**src/rtl/spike_pushback_collector_pkg.sv**
```systemverilog
// Shared types and helpers for the spike pushback collector.
package spike_pushback_pkg;

   typedef enum logic [1:0] {RUN, DRAIN, DONE} spk_coll_state_e;

   localparam int unsigned SPK_CNT_W = 16;

   function automatic logic [SPK_CNT_W-1:0] sat_inc(input logic [SPK_CNT_W-1:0] v);
      return (v == '1) ? v : v + SPK_CNT_W'(1);
   endfunction

endpackage

```
**src/rtl/spike_pushback_collector_fifo.sv**
```systemverilog
// Show-ahead event FIFO with synchronous flush; a push into a full FIFO
// is accepted when a pop frees the slot in the same cycle.
module spike_evt_fifo #(
   parameter int unsigned DEPTH = 16,
   parameter int unsigned AW    = 8
) (
   input  logic          clk_i,
   input  logic          rst_ni,
   input  logic          flush_i,
   input  logic          push_i,
   input  logic [AW-1:0] push_data_i,
   input  logic          pop_i,
   output logic [AW-1:0] head_o,
   output logic          empty_o,
   output logic          full_o
);

   localparam int unsigned PW = $clog2(DEPTH);

   logic [PW:0]   wptr_q, wptr_d, rptr_q, rptr_d;
   logic [AW-1:0] mem_q [DEPTH];
   logic          do_push, do_pop;

   assign empty_o = (wptr_q == rptr_q);
   assign full_o  = (wptr_q[PW] != rptr_q[PW]) && (wptr_q[PW-1:0] == rptr_q[PW-1:0]);
   assign do_pop  = pop_i && !empty_o;
   assign do_push = push_i && (!full_o || do_pop);
   assign head_o  = empty_o ? '0 : mem_q[rptr_q[PW-1:0]];

   always_comb begin
      wptr_d = wptr_q;
      rptr_d = rptr_q;
      if (flush_i) begin
         wptr_d = '0;
         rptr_d = '0;
      end else begin
         if (do_push) wptr_d = wptr_q + (PW+1)'(1);
         if (do_pop)  rptr_d = rptr_q + (PW+1)'(1);
      end
   end

   always_ff @(posedge clk_i or negedge rst_ni) begin
      if (!rst_ni) begin
         wptr_q <= '0;
         rptr_q <= '0;
      end else begin
         wptr_q <= wptr_d;
         rptr_q <= rptr_d;
      end
   end

   always_ff @(posedge clk_i) begin
      if (do_push && !flush_i) mem_q[wptr_q[PW-1:0]] <= push_data_i;
   end

endmodule

```
**src/rtl/spike_pushback_collector.sv**
```systemverilog
// Collects tinyODIN output spikes into a FIFO for the host reader, counts
// them per inference and signals completion once the FIFO has drained.
module spike_pushback_collector
   import spike_pushback_pkg::*;
#(
   parameter int unsigned N     = 256,
   parameter int unsigned DEPTH = 16
) (
   input  logic                   clk_i,
   input  logic                   rst_ni,
   input  logic                   clear_i,
   input  logic                   spike_pushback_i,
   input  logic [$clog2(N)-1:0]   spike_pushback_addr_i,
   input  logic                   inference_done_i,
   output logic                   evt_valid_o,
   output logic [$clog2(N)-1:0]   evt_addr_o,
   input  logic                   evt_ready_i,
   output logic [SPK_CNT_W-1:0]   spike_count_o,
   output logic                   overflow_o,
   output logic                   done_o,
   output logic                   irq_o
);

   localparam int unsigned AW = $clog2(N);

   spk_coll_state_e      state_q, state_d;
   logic [SPK_CNT_W-1:0] cnt_q, cnt_d;
   logic                 ovf_q, ovf_d;
   logic                 irq_q, irq_d;
   logic                 fifo_empty, fifo_full;
   logic                 pop, push_req;

   assign pop      = !fifo_empty && evt_ready_i;
   assign push_req = spike_pushback_i && (state_q == RUN) && !clear_i;

   spike_evt_fifo #(
      .DEPTH(DEPTH),
      .AW   (AW)
   ) u_fifo (
      .clk_i      (clk_i),
      .rst_ni     (rst_ni),
      .flush_i    (clear_i),
      .push_i     (push_req),
      .push_data_i(spike_pushback_addr_i),
      .pop_i      (pop),
      .head_o     (evt_addr_o),
      .empty_o    (fifo_empty),
      .full_o     (fifo_full)
   );

   always_comb begin
      state_d = state_q;
      cnt_d   = cnt_q;
      ovf_d   = ovf_q;
      irq_d   = 1'b0;
      if (clear_i) begin
         state_d = RUN;
         cnt_d   = '0;
         ovf_d   = 1'b0;
      end else begin
         unique case (state_q)
            RUN:     if (inference_done_i) state_d = DRAIN;
            DRAIN:   if (fifo_empty) state_d = DONE;
            DONE:    state_d = DONE;
            default: state_d = RUN;
         endcase
         // Dropped strobes still count; only acceptance depends on a same-cycle pop.
         if (push_req) begin
            cnt_d = sat_inc(cnt_q);
            if (fifo_full && !pop) ovf_d = 1'b1;
         end
         irq_d = (state_d == DONE) && (state_q != DONE);
      end
   end

   always_ff @(posedge clk_i or negedge rst_ni) begin
      if (!rst_ni) begin
         state_q <= RUN;
         cnt_q   <= '0;
         ovf_q   <= 1'b0;
         irq_q   <= 1'b0;
      end else begin
         state_q <= state_d;
         cnt_q   <= cnt_d;
         ovf_q   <= ovf_d;
         irq_q   <= irq_d;
      end
   end

   assign evt_valid_o   = !fifo_empty;
   assign spike_count_o = cnt_q;
   assign overflow_o    = ovf_q;
   assign done_o        = (state_q == DONE);
   assign irq_o         = irq_q;

endmodule

```
**config.mk**
```make
export PLATFORM = sky130hd
export DESIGN_NAME = spike_pushback_collector
export DESIGN_NICKNAME = d
export VERILOG_FILES = /design/src/rtl/spike_pushback_collector_pkg.sv /design/src/rtl/spike_pushback_collector_fifo.sv /design/src/rtl/spike_pushback_collector.sv
export SDC_FILE = /design/constraint.sdc
export NUM_CORES = 1
export LEC_CHECK = 0
export BUFFER_PORTS_ARGS = -buffer_cell sky130_fd_sc_hd__clkbuf_2
export CAP_MARGIN = 5
export CORE_UTILIZATION = 50
export DETAILED_ROUTE_END_ITERATION = 8
export PLACE_DENSITY = 0.7
export SYNTH_ARGS = -nofsm -noshare
export SYNTH_HDL_FRONTEND = slang
export SYNTH_SLANG_ARGS = --single-unit
export TNS_END_PERCENT = 50
```
**constraint.sdc**
```tcl
create_clock -name clk_i -period 2.42 [get_ports clk_i]
set_input_delay 0.242 -clock clk_i [delete_from_list [all_inputs] [get_ports clk_i]]
set_output_delay 0.242 -clock clk_i [all_outputs]
set_load 0.1 [all_outputs]
```
==> impl_results.md, run 1 <==
- Status: finished, violations left
- Failing checks: setup timing
- Metal3 WL: 968 um
- CP startpoint kind: flop
- Setup Viol. Count Final: 1
- Syn nets: 413
- R2R Setup Slk: 0.13 ns
- Core box area: 12,800 um2
- Die W: 117 um
- Post-route insts no fill: 653
- Leakage power: 2.95 nW
- CTS buffer count: 17
- Clk buf depth: 2
- Synthesized instance count: 393
- IO Port Bufs: 41
- Setup ws final: -0.0110 ns
- Post-DP HPWL: 8.58 mm
- Flops & latches, synth: 158
- Max FO, Critical Path: 8
- Top delay family on crit path: multiplexers
- Fin nets: 488
- Final period utilization: 1.00
- Synthesized area per cell: 17.0 um2
- Root buffer cell: clkbuf_16
- Pin count of the biggest net entering global routing: 36
- Post-synth EDFFs: 128
- CTS H-Tree Depth: 4
- Setup Skew: 0.00984 ns
- Worst Hold End: state_q[0]
- Sequential share of the synthesized area: 0.689
- 1st-pass router iterations: 4
- Dpl ws: 0.297 ns
- Buffers & Inverters on Critical Path: 3
- Pwr dens: 1010 nW/um2
- Total gr overflow: 0
- Clock Sink Count: 158
- Total global routing track utilization: 0.228
- Sequence of cells on the critical path: buf_12 -> buf_16 -> mux4_2 -> a22oi_2 -> a21oi_2 -> buf_12
- Vias in the first global route: 3,897
- Die Area: 13,800 um2
- Max stage delay on crit path: 0.53 ns
- Total placed cells including tap cells: 612
- Warnings, synthesis: 0
- # fillers: 938
- Worst Tran Pin Value: 0.754 ns
- Initial Util: 0.520
- Antenna viol nets, final: 0
- Hold Crit Start: inference_done_i
- CP max stage cell: mux4_2
- Worst Hold Class: primary input to flop
- Ant diodes: 0
- Crit Path Category: flop to primary output
- RD Place Congestion: 0.827
- Most used cell, CP: buf_12
- Total chip power: 0.00826 W
- Via count: 3,827
- Period minus WS final: 2.43 ns
- WL per Instance: 22.1 um
- Final WL: 14.4 mm
- Post-synth ARST share: 0.190
- Critical Path RT: 2.18 ns
- Fin. max-slew vios: 0
- Initial antenna violation count: 0
- WHS Path Cells: 3
- Final hold viol count: 0
- R2R Path Start: u_fifo.rptr_q[0]
- First-pass GRT wire length: 22.8 mm
- Synth Flop Type: edfxtp_1
- Top routing layer in use: met4
- Num rows: 41
- Commonest non-fill, non-tap cell in the layout: edfxtp_1
- Worst skew pair latency: 0.43 ns
- DRT met1 WL: 5.87 mm
- Worst reg2reg endpoint: u_fifo.mem_q[5][6]
- Distinct cell type count after synthesis: 46
- Die Y: 117 um
- Post-Syn Area: 6670 um2
- Max cap viols: 0
- DR vias/cell: 5.86
- Clock transition at path regs: 0.06 ns
- CTS tree: built
- Hold slack: 0.130 ns
- Crit path depth: 6
- Ratio of cells with drive above 1 in the final layout: 0.347
- Most frequent cells in the layout: 128 x edfxtp_1, 32 x mux4_2, 32 x clkbuf_2, 29 x dfrtp_1, 28 x nor2_1
- CP arrival: 2.19 ns
- Worst R2R Path Depth: 8
- Num ports: 42
- Crit end category: primary output
- Drt initial violations: 206
- Max Fclk: 411 MHz
- Met2 wire len: 7.21 mm
- Worst relative slew slack: 0.497
- VDD IR max: 0.000530 V
- Unrepaired setup endpoints after global routing: yes
- Synthesis-to-layout area growth: 22.1%
- # DRC: 0
## worst max path at each step
| stage | start | to | slack [ns] |
|---|---|---|---|
| 6_report | u_fifo.rptr_q[0] | evt_addr_o[3] | -0.01 |
| 2_1_floorplan | u_fifo.rptr_q[1] | evt_addr_o[0] | -0.47 |
| 5_1_grt | u_fifo.rptr_q[0] | evt_addr_o[4] | -0.08 |
| 3_3_place_gp | u_fifo.rptr_q[0] | evt_addr_o[1] | 0.29 |
| 3_5_place_dp | u_fifo.rptr_q[0] | evt_addr_o[1] | 0.30 |
| 4_1_cts | u_fifo.rptr_q[0] | evt_addr_o[6] | -0.04 |
## final cells by class
type	instances	area, um2	area share
flip-flops and latches	158	4600	0.564
multi-input cells	209	2050	0.252
repair buffers	74	681	0.0836
clock buffers	18	429	0.0527
well taps	172	215	0.0264
clock inverters	14	143	0.0175
inverters	8	30.0	0.00369
## flip-flops by register name, summed over array words and instances (netlist names)
register and flops:
u_fifo.mem_q 128, overflow_o 1, spike_count_o 16, irq_o 1
state_q 2, u_fifo.rptr_q 5, u_fifo.wptr_q 5
## synthesized netlist by cell type, types with 4 or more instances
master    number  area [um2]
edfxtp_1     128        3840
mux4_2        32         721
dfrtp_1       30         751
nor2_1        28         105
a21oi_1       19        95.1
a22oi_1       17         128
and3_1        17         106
xnor2_1       17         149
nand2_1        9        33.8
inv_1          8        30.0
nand3_1        8        40.0
clkbuf_1       7        26.3
buf_2          6        30.0
ha_1           6        75.1
nor2b_1        5        31.3
a211oi_1       4        30.0
mux2i_1        4        40.0
nor3_1         4        20.0
xor2_1         4        35.0
## report_power, final
part	internal, W	total, W	leakage (nW)	switching (W)
Clock	0.00152	0.00257	0.279	0.00105
Sequential	0.00302	0.00310	1.57	0.0000811
Combinational	0.00101	0.00259	1.10	0.00159
Total	0.00554	0.00826	2.95	0.00272
## cell families (layout without fill, tap and decap cells)
logic type      count (synthesis)  count (layout)  synth area share
compound gates                 56              56            0.0599
xor+xnor                       21              21            0.0276
fa+ha+maj                       6               6            0.0113
buf+inv                        26             114            0.0193
flops                         158             158             0.689
mux                            36              36             0.114
simple gates                   90              90            0.0788
## worst reg2reg max path, stage by stage, from the launching register on
cell	delay (ns)
dfrtp_2	0.49
buf_4	0.19
xor2_1	0.25
nor4_4	0.06
buf_4	0.17
a211oi_4	0.23
buf_4	0.20
and3_1	0.17
buf_4	0.22
## per-layer routing
metal  GRT usage  up-vias
met1       0.300     1956
li1            -     1701
met5           0        -
met3      0.0538       22
met2       0.367      148
met4      0.0954        0
## repair_timing
action,in CTS,in global routing
hold buffers,1,0
pin swaps,9,6
cloned,3,0
resized for setup,19,3
hold endpoints to repair,30,0
setup endpoints to repair,9,113
buffers inserted,5,1
## per-stage QoR
stage | util | area, um2 | setup TNS [ns]
global placement | 0.573 | 7350 | 0
finish | 0.635 | 8140 | -0.0110
floorplan | - | 6680 | -1.90
detailed placement | 0.573 | 7350 | 0
CTS | 0.635 | 8150 | -0.166
global route | 0.635 | 8140 | -0.499
Note: power is estimated with default switching activity, not from simulation.
==> run 2: changes to the inputs <==
- CELL_PAD_IN_SITES_DETAIL_PLACEMENT: unset -> 1
- CELL_PAD_IN_SITES_GLOBAL_PLACEMENT: unset -> 1
- PLACE_DENSITY: 0.7 -> 0.79
==> run 2 against run 1 <==
The flow still finishes with violations (setup timing); sequential cell count unchanged; critical path depth unchanged; total power increased by 4.0%; largest cell class unchanged; worst setup slack got worse by 0.097 ns; maximum frequency decreased by 3.8%; die area unchanged; utilization increased by 0.39 points; clock skew decreased by 0.0027 ns; critical path type unchanged; worst hold slack got worse by 0.015 ns; critical endpoint is now evt_addr_o[6].
==> impl_results.md, run 2 (synthesis gave the netlist of run 1 again) <==
- Clock transition at path regs: 0.06 ns (about the same)
- RD Place Congestion: 0.798 (was 0.827)
- Initial antenna violation count: 0 (unchanged)
- Worst Tran Pin Value: 0.782 ns (was 0.754 ns)
- Commonest non-fill, non-tap cell in the layout: edfxtp_1 (unchanged)
- WHS Path Cells: 3 (unchanged)
- IO Port Bufs: 41 (unchanged)
- CP arrival: 2.29 ns (was 2.19 ns)
- Clk buf depth: 2 (unchanged)
- DR vias/cell: 5.96 (was 5.86)
- Clock Sink Count: 158 (unchanged)
- Worst relative slew slack: 0.478 (was 0.497)
- Crit end category: primary output (unchanged)
- Pin count of the biggest net entering global routing: 36 (unchanged)
- Leakage power: 2.95 nW (about the same)
- Worst Hold End: state_q[0] (unchanged)
- Post-DP HPWL: 10.1 mm (was 8.58 mm)
- Max Fclk: 396 MHz (was 411 MHz)
- Final WL: 17.2 mm (was 14.4 mm)
- Worst skew pair latency: 0.42 ns (was 0.43 ns)
- Ant diodes: 0 (unchanged)
- Most frequent cells in the layout: 128 x edfxtp_1, 32 x mux4_2, 32 x clkbuf_2, 30 x buf_4, 29 x dfrtp_1 (was 128 x edfxtp_1, 32 x mux4_2, 32 x clkbuf_2, 29 x dfrtp_1, 28 x nor2_1)
- Initial Util: 0.520 (unchanged)
- Drt initial violations: 408 (was 206)
- Fin nets: 494 (was 488)
- CTS buffer count: 17 (unchanged)
- Crit Path Category: flop to primary output (unchanged)
- Vias in the first global route: 4,233 (was 3,897)
- Met3 Usage GRT: 0.0567 (was 0.0538)
- Post-route cell area: 8190 um2 (was 8140 um2)
- Max cap viols: 0 (unchanged)
- VDD IR max: 0.000602 V (was 0.000530 V)
- R2R Setup Slk: 0.11 ns (was 0.13 ns)
- Critical Path RT: 2.18 ns (about the same)
- GR Layer Usage met1: 0.349 (was 0.300)
- Antenna viol nets, final: 0 (unchanged)
- Max FO, Critical Path: 9 (was 8)
- CTS tree: built (unchanged)
- Setup Viol. Count Final: 7 (was 1)
- Die Y: 117 um (unchanged)
- Synthesis-to-layout area growth: 22.9% (was 22.1%)
- Number of flip-flops in the largest register: 128 (unchanged)
- Via count: 3,921 (was 3,827)
- R2R Path Start: u_fifo.rptr_q[0] (unchanged)
- Post-route insts no fill: 658 (was 653)
- Num ports: 42 (unchanged)
- Die Area: 13,800 um2 (unchanged)
- Num rows: 41 (unchanged)
- Setup Skew: 0.00711 ns (was 0.00984 ns)
- Hold Crit Start: inference_done_i (unchanged)
- Util after Layout: 0.639 (was 0.635)
- Worst reg2reg endpoint: u_fifo.mem_q[9][5] (was u_fifo.mem_q[5][6])
- # DRC: 0 (unchanged)
- Total global routing track utilization: 0.269 (was 0.228)
- Busiest grt layer: met2 (unchanged)
- WL per Instance: 26.2 um (was 22.1 um)
- Period minus WS final: 2.53 ns (was 2.43 ns)
- Pwr dens: 1050 nW/um2 (was 1010 nW/um2)
- Worst Hold Class: primary input to flop (unchanged)
- Status: finished, violations left (unchanged)
- First-pass GRT wire length: 26.5 mm (was 22.8 mm)
- Met2 GRT Util: 0.456 (was 0.367)
- CP startpoint kind: flop (unchanged)
- Total placed cells including tap cells: 608 (was 612)
- Final period utilization: 1.04 (was 1.00)
- Die W: 117 um (unchanged)
- Ratio of cells with drive above 1 in the final layout: 0.381 (was 0.347)
- Area after DPL: 7300 um2 (was 7350 um2)
- Failing checks: setup timing (unchanged)
- 1st-pass router iterations: 4 (unchanged)
- Final hold viol count: 0 (unchanged)
- Unrepaired setup endpoints after global routing: yes (unchanged)
- Core box area: 12,800 um2 (unchanged)
- Total gr overflow: 0 (unchanged)
- Worst R2R Path Depth: 7 (was 8)
- Dpl ws: 0.255 ns (was 0.297 ns)
- Fin. max-slew vios: 0 (unchanged)
- Setup ws final: -0.108 ns (was -0.0110 ns)
- CTS H-Tree Depth: 4 (unchanged)
- Root buffer cell: clkbuf_16 (unchanged)
## run 2: changes by cell type in the layout (fill, tap and decap cells not counted), moves of 2 or more
cell,change
and3_1,-8
and3_2,+8
buf_12,-3
buf_4,+4
buf_6,+3
clkinv_2,+3
clkinv_4,-4
clkinvlp_4,+3
inv_6,-2
## run 2: cell type report
type                            instances  area [um2]
Timing Repair Buffer                   79         709
Inverter                                8        30.0
Tap cell                              172         215
Multi-Input combinational cell        210        2090
Sequential cell                       158        4600
Clock inverter                         14         128
Clock buffer                           17         425
Fill cell                            1163        4630
## run 2: how the worst max path moves through the flow
stage / startpoint / to / slack (ns) / cells after the start
global route: u_fifo.rptr_q[0] / evt_addr_o[0] / -0.15 / 6
detailed placement: u_fifo.wptr_q[1] / u_fifo.mem_q[0][7] / 0.26 / 4
global placement: u_fifo.wptr_q[0] / u_fifo.mem_q[7][2] / 0.34 / 4
CTS: u_fifo.rptr_q[0] / evt_addr_o[3] / -0.08 / 6
floorplan: u_fifo.rptr_q[1] / evt_addr_o[0] / -0.47 / 6
finish: u_fifo.rptr_q[0] / evt_addr_o[6] / -0.11 / 6
## run 2: repair_timing
action                                  4_1_cts  5_1_grt
endpoints found under the hold margin        30        0
pin swaps                                    13        7
buffers inserted                              5       10
hold buffers                                  1        0
gates cloned                                  4        0
gates resized for setup                      27       13
endpoints found under the setup margin        9       73
## run 2: per-layer routing
layer / part of all wire / wire length [um]
met1: 0.40 / 6960
met2: 0.53 / 9190
met3: 0.049 / 843
met4: 0.014 / 242
met5: 0 / 0
## run 2: through the flow
stage / hold WS [ns] / power (W) / TNS (ns)
after floorplan: -0.0536 / 0.00480 / -1.90
after global placement: 0.353 / 0.00549 / 0
after detailed placement: 0.362 / 0.00557 / 0
after CTS: 0.105 / 0.00842 / -0.415
after global routing: 0.191 / 0.00883 / -0.863
final: 0.114 / 0.00859 / -0.299
## run 2: where the power goes
group / total (W) / switching (W) / internal, W
logic: 0.00296 / 0.00177 / 0.00120
clock network: 0.00253 / 0.00104 / 0.00149
registers: 0.00310 / 0.0000770 / 0.00302
total: 0.00859 / 0.00289 / 0.00571
## run 2: worst max-delay path: stages, from the launching register on
cell and delay (ns):
dfrtp_2 0.42, buf_4 0.14, buf_12 0.15, mux4_2 0.58, a22oi_2 0.26, a21oi_4 0.12
buf_12 0.18
==> run 3: changes to the inputs <==
- CORE_UTILIZATION: 50 -> 52
- PLACE_DENSITY: 0.79 -> 0.81
- REMOVE_ABC_BUFFERS: unset -> 1
==> run 3 against run 2 <==
The flow still finishes with violations (setup timing); register-to-register slack worse by 0.05 ns; via count down 1.5%; count of clock-buffer cells in the layout unchanged; routed wire length down 4.9%; sequential cell count did not move; non-clock buffer count shrank 10; die area fell by 3.8%; critical path type unchanged; highest routed layer unchanged.
==> impl_results.md, run 3 (synthesis gave the netlist of run 1 again) <==
- Num ports: 42 (unchanged)
- Sequence of cells on the critical path: buf_12 -> buf_16 -> mux4_2 -> a22oi_2 -> a21oi_2 -> buf_12 (was buf_4 -> buf_12 -> mux4_2 -> a22oi_2 -> a21oi_4 -> buf_12)
- Num rows: 40 (was 41)
- Worst Tran Pin Value: 0.775 ns (was 0.782 ns)
- IO Port Bufs: 41 (unchanged)
- Clk buf depth: 2 (unchanged)
- Top delay family on crit path: multiplexers (unchanged)
- Critical Path RT: 2.18 ns (about the same)
- Ratio of cells with drive above 1 in the final layout: 0.366 (was 0.381)
- Failing checks: setup timing (unchanged)
- Buffers & Inverters on Critical Path: 3 (unchanged)
- Hold slack: 0.112 ns (was 0.114 ns)
- RD Place Congestion: 0.767 (was 0.798)
- Core box area: 12,300 um2 (was 12,800 um2)
- Clock transition at path regs: 0.07 ns (was 0.06 ns)
- WL per Instance: 25.5 um (was 26.2 um)
- Util after Layout: 0.659 (was 0.639)
- Total gr overflow: 0 (unchanged)
- Multi-input logic area: 2070 um2 (was 2090 um2)
- Initial Util: 0.544 (was 0.520)
- Via count: 3,864 (was 3,921)
- Max cap viols: 0 (unchanged)
- Root buffer cell: clkbuf_16 (unchanged)
- Max Fclk: 408 MHz (was 396 MHz)
- Die W: 115 um (was 117 um)
- Commonest non-fill, non-tap cell in the layout: edfxtp_1 (unchanged)
- Clock Sink Count: 158 (unchanged)
- Number of flip-flops in the largest register: 128 (unchanged)
- Storage cell area: 4600 um2 (unchanged)
- Worst relative slew slack: 0.483 (was 0.478)
- Die Area: 13,300 um2 (was 13,800 um2)
- Metal3 WL: 749 um (was 843 um)
- Max stage delay on crit path: 0.51 ns (was 0.58 ns)
- DRT met1 WL: 6.50 mm (was 6.96 mm)
- Unrepaired setup endpoints after global routing: yes (unchanged)
- CTS H-Tree Depth: 4 (unchanged)
- DR vias/cell: 6.00 (was 5.96)
- Worst skew pair latency: 0.44 ns (was 0.42 ns)
- CTS buffer count: 17 (unchanged)
- Final WL: 16.4 mm (was 17.2 mm)
- Antenna viol nets, final: 0 (unchanged)
- 1st-pass router iterations: 4 (unchanged)
- Ant diodes: 0 (unchanged)
- Most used cell, CP: buf_12 (unchanged)
- Met2 wire len: 8.88 mm (was 9.19 mm)
- CP arrival: 2.21 ns (was 2.29 ns)
- # DRC: 0 (unchanged)
- CP startpoint kind: flop (unchanged)
- VDD IR max: 0.000951 V (was 0.000602 V)
- Dpl ws: 0.209 ns (was 0.255 ns)
- CP max stage cell: mux4_2 (unchanged)
- Fin nets: 483 (was 494)
- Status: finished, violations left (unchanged)
- Post-DP HPWL: 10.1 mm (about the same)
- Final period utilization: 1.01 (was 1.04)
- Area after DPL: 7280 um2 (was 7300 um2)
- Max FO, Critical Path: 8 (was 9)
- Initial antenna violation count: 0 (unchanged)
- Top routing layer in use: met4 (unchanged)
- Vias in the first global route: 4,170 (was 4,233)
- Die Y: 115 um (was 117 um)
- # fillers: 1,093 (was 1,163)
- Fin. max-slew vios: 0 (unchanged)
- Synthesis-to-layout area growth: 21.2% (was 22.9%)
- Setup ws final: -0.0336 ns (was -0.108 ns)
- Crit end category: primary output (unchanged)
- Drt initial violations: 341 (was 408)
- Period minus WS final: 2.45 ns (was 2.53 ns)
- Setup Viol. Count Final: 3 (was 7)
- Worst Hold Class: primary input to flop (unchanged)
- Post-route cell area: 8080 um2 (was 8190 um2)
- Leakage power: 2.90 nW (was 2.95 nW)
- First-pass GRT wire length: 24.9 mm (was 26.5 mm)
- Setup Skew: 0.00937 ns (was 0.00711 ns)
- Pin count of the biggest net entering global routing: 36 (unchanged)
- CTS tree: built (unchanged)
- Final hold viol count: 0 (unchanged)
- Setup TNS: -0.0615 ns (was -0.299 ns)
- Total global routing track utilization: 0.272 (was 0.269)
- Crit Path Category: flop to primary output (unchanged)
- Most frequent cells in the layout: 128 x edfxtp_1, 32 x mux4_2, 32 x clkbuf_2, 29 x dfrtp_1, 28 x nor2_1 (was 128 x edfxtp_1, 32 x mux4_2, 32 x clkbuf_2, 30 x buf_4, 29 x dfrtp_1)
- Pwr dens: 1020 nW/um2 (was 1050 nW/um2)
==> run 3: changes by cell type in the layout (fill, tap and decap cells not counted), moves of 2 or more <==
cell        delta
a21oi_2        +2
buf_4          -8
buf_6          -2
bufinv_16      -2
clkinv_2       -4
clkinv_4       +3
clkinvlp_4     -3
inv_6          +4
inv_8          +4
==> run 3: repair_timing <==
| action | 4_1_cts | 5_1_grt |
|---|---|---|
| setup buffers | 4 | 1 |
| endpoints found under the setup margin | 9 | 73 |
| cloned | 2 | 0 |
| resized for setup | 28 | 8 |
| hold buffers | 1 | 0 |
| pin swaps | 8 | 4 |
| endpoints found under the hold margin | 30 | 0 |
==> run 3: area by class of cell <==
cell class | instances | area share
sequential | 158 | 0.569
multi-input combinational | 209 | 0.256
timing repair buffer | 69 | 0.0770
clock buffer | 17 | 0.0527
tap | 168 | 0.0260
clock inverter | 15 | 0.0158
inverter | 8 | 0.00372
==> run 3: worst paths after layout <==
check                      slack, ns        startpoint            endpoint  cells past startpoint
max                            -0.03  u_fifo.rptr_q[0]       evt_addr_o[1]                      6
min                             0.11  inference_done_i          state_q[0]                      3
max reg2reg                     0.06  u_fifo.rptr_q[0]  u_fifo.mem_q[6][0]                      7
min reg2reg                     0.54        overflow_o          overflow_o                      2
max in group asynchronous       1.46            rst_ni    u_fifo.rptr_q[0]                      2
min in group asynchronous       0.42            rst_ni   spike_count_o[13]                      2
==> run 3: power breakdown <==
| group | total [W] | leakage [nW] | switching, W | internal, W |
|---|---|---|---|---|
| Sequential | 0.00310 | 1.57 | 0.0000814 | 0.00302 |
| Clock | 0.00252 | 0.274 | 0.00117 | 0.00135 |
| Combinational | 0.00263 | 1.06 | 0.00163 | 0.000999 |
| Total | 0.00825 | 2.90 | 0.00288 | 0.00536 |
==> run 3: stage by stage <==
step | std cells | total power [W]
global route | 644 | 0.00849
finish | 644 | 0.00825
CTS | 643 | 0.00826
detailed placement | 604 | 0.00553
global placement | 604 | 0.00547
floorplan | 375 | 0.00470
==> run 3: layer usage <==
metal  vias to the layer above  global-route usage
li1                       1694                   -
met1                      2026               0.331
met2                       125               0.470
met3                        19              0.0717
met4                         0              0.0987
met5                         -                   0
==> run 3: worst register-to-register path, stage by stage (launching register included) <==
cell and delay, ns:
dfrtp_2 0.46, buf_4 0.16, xor2_1 0.26, nor4_4 0.07, buf_4 0.18, a211oi_4 0.23
buf_4 0.19, and3_1 0.46
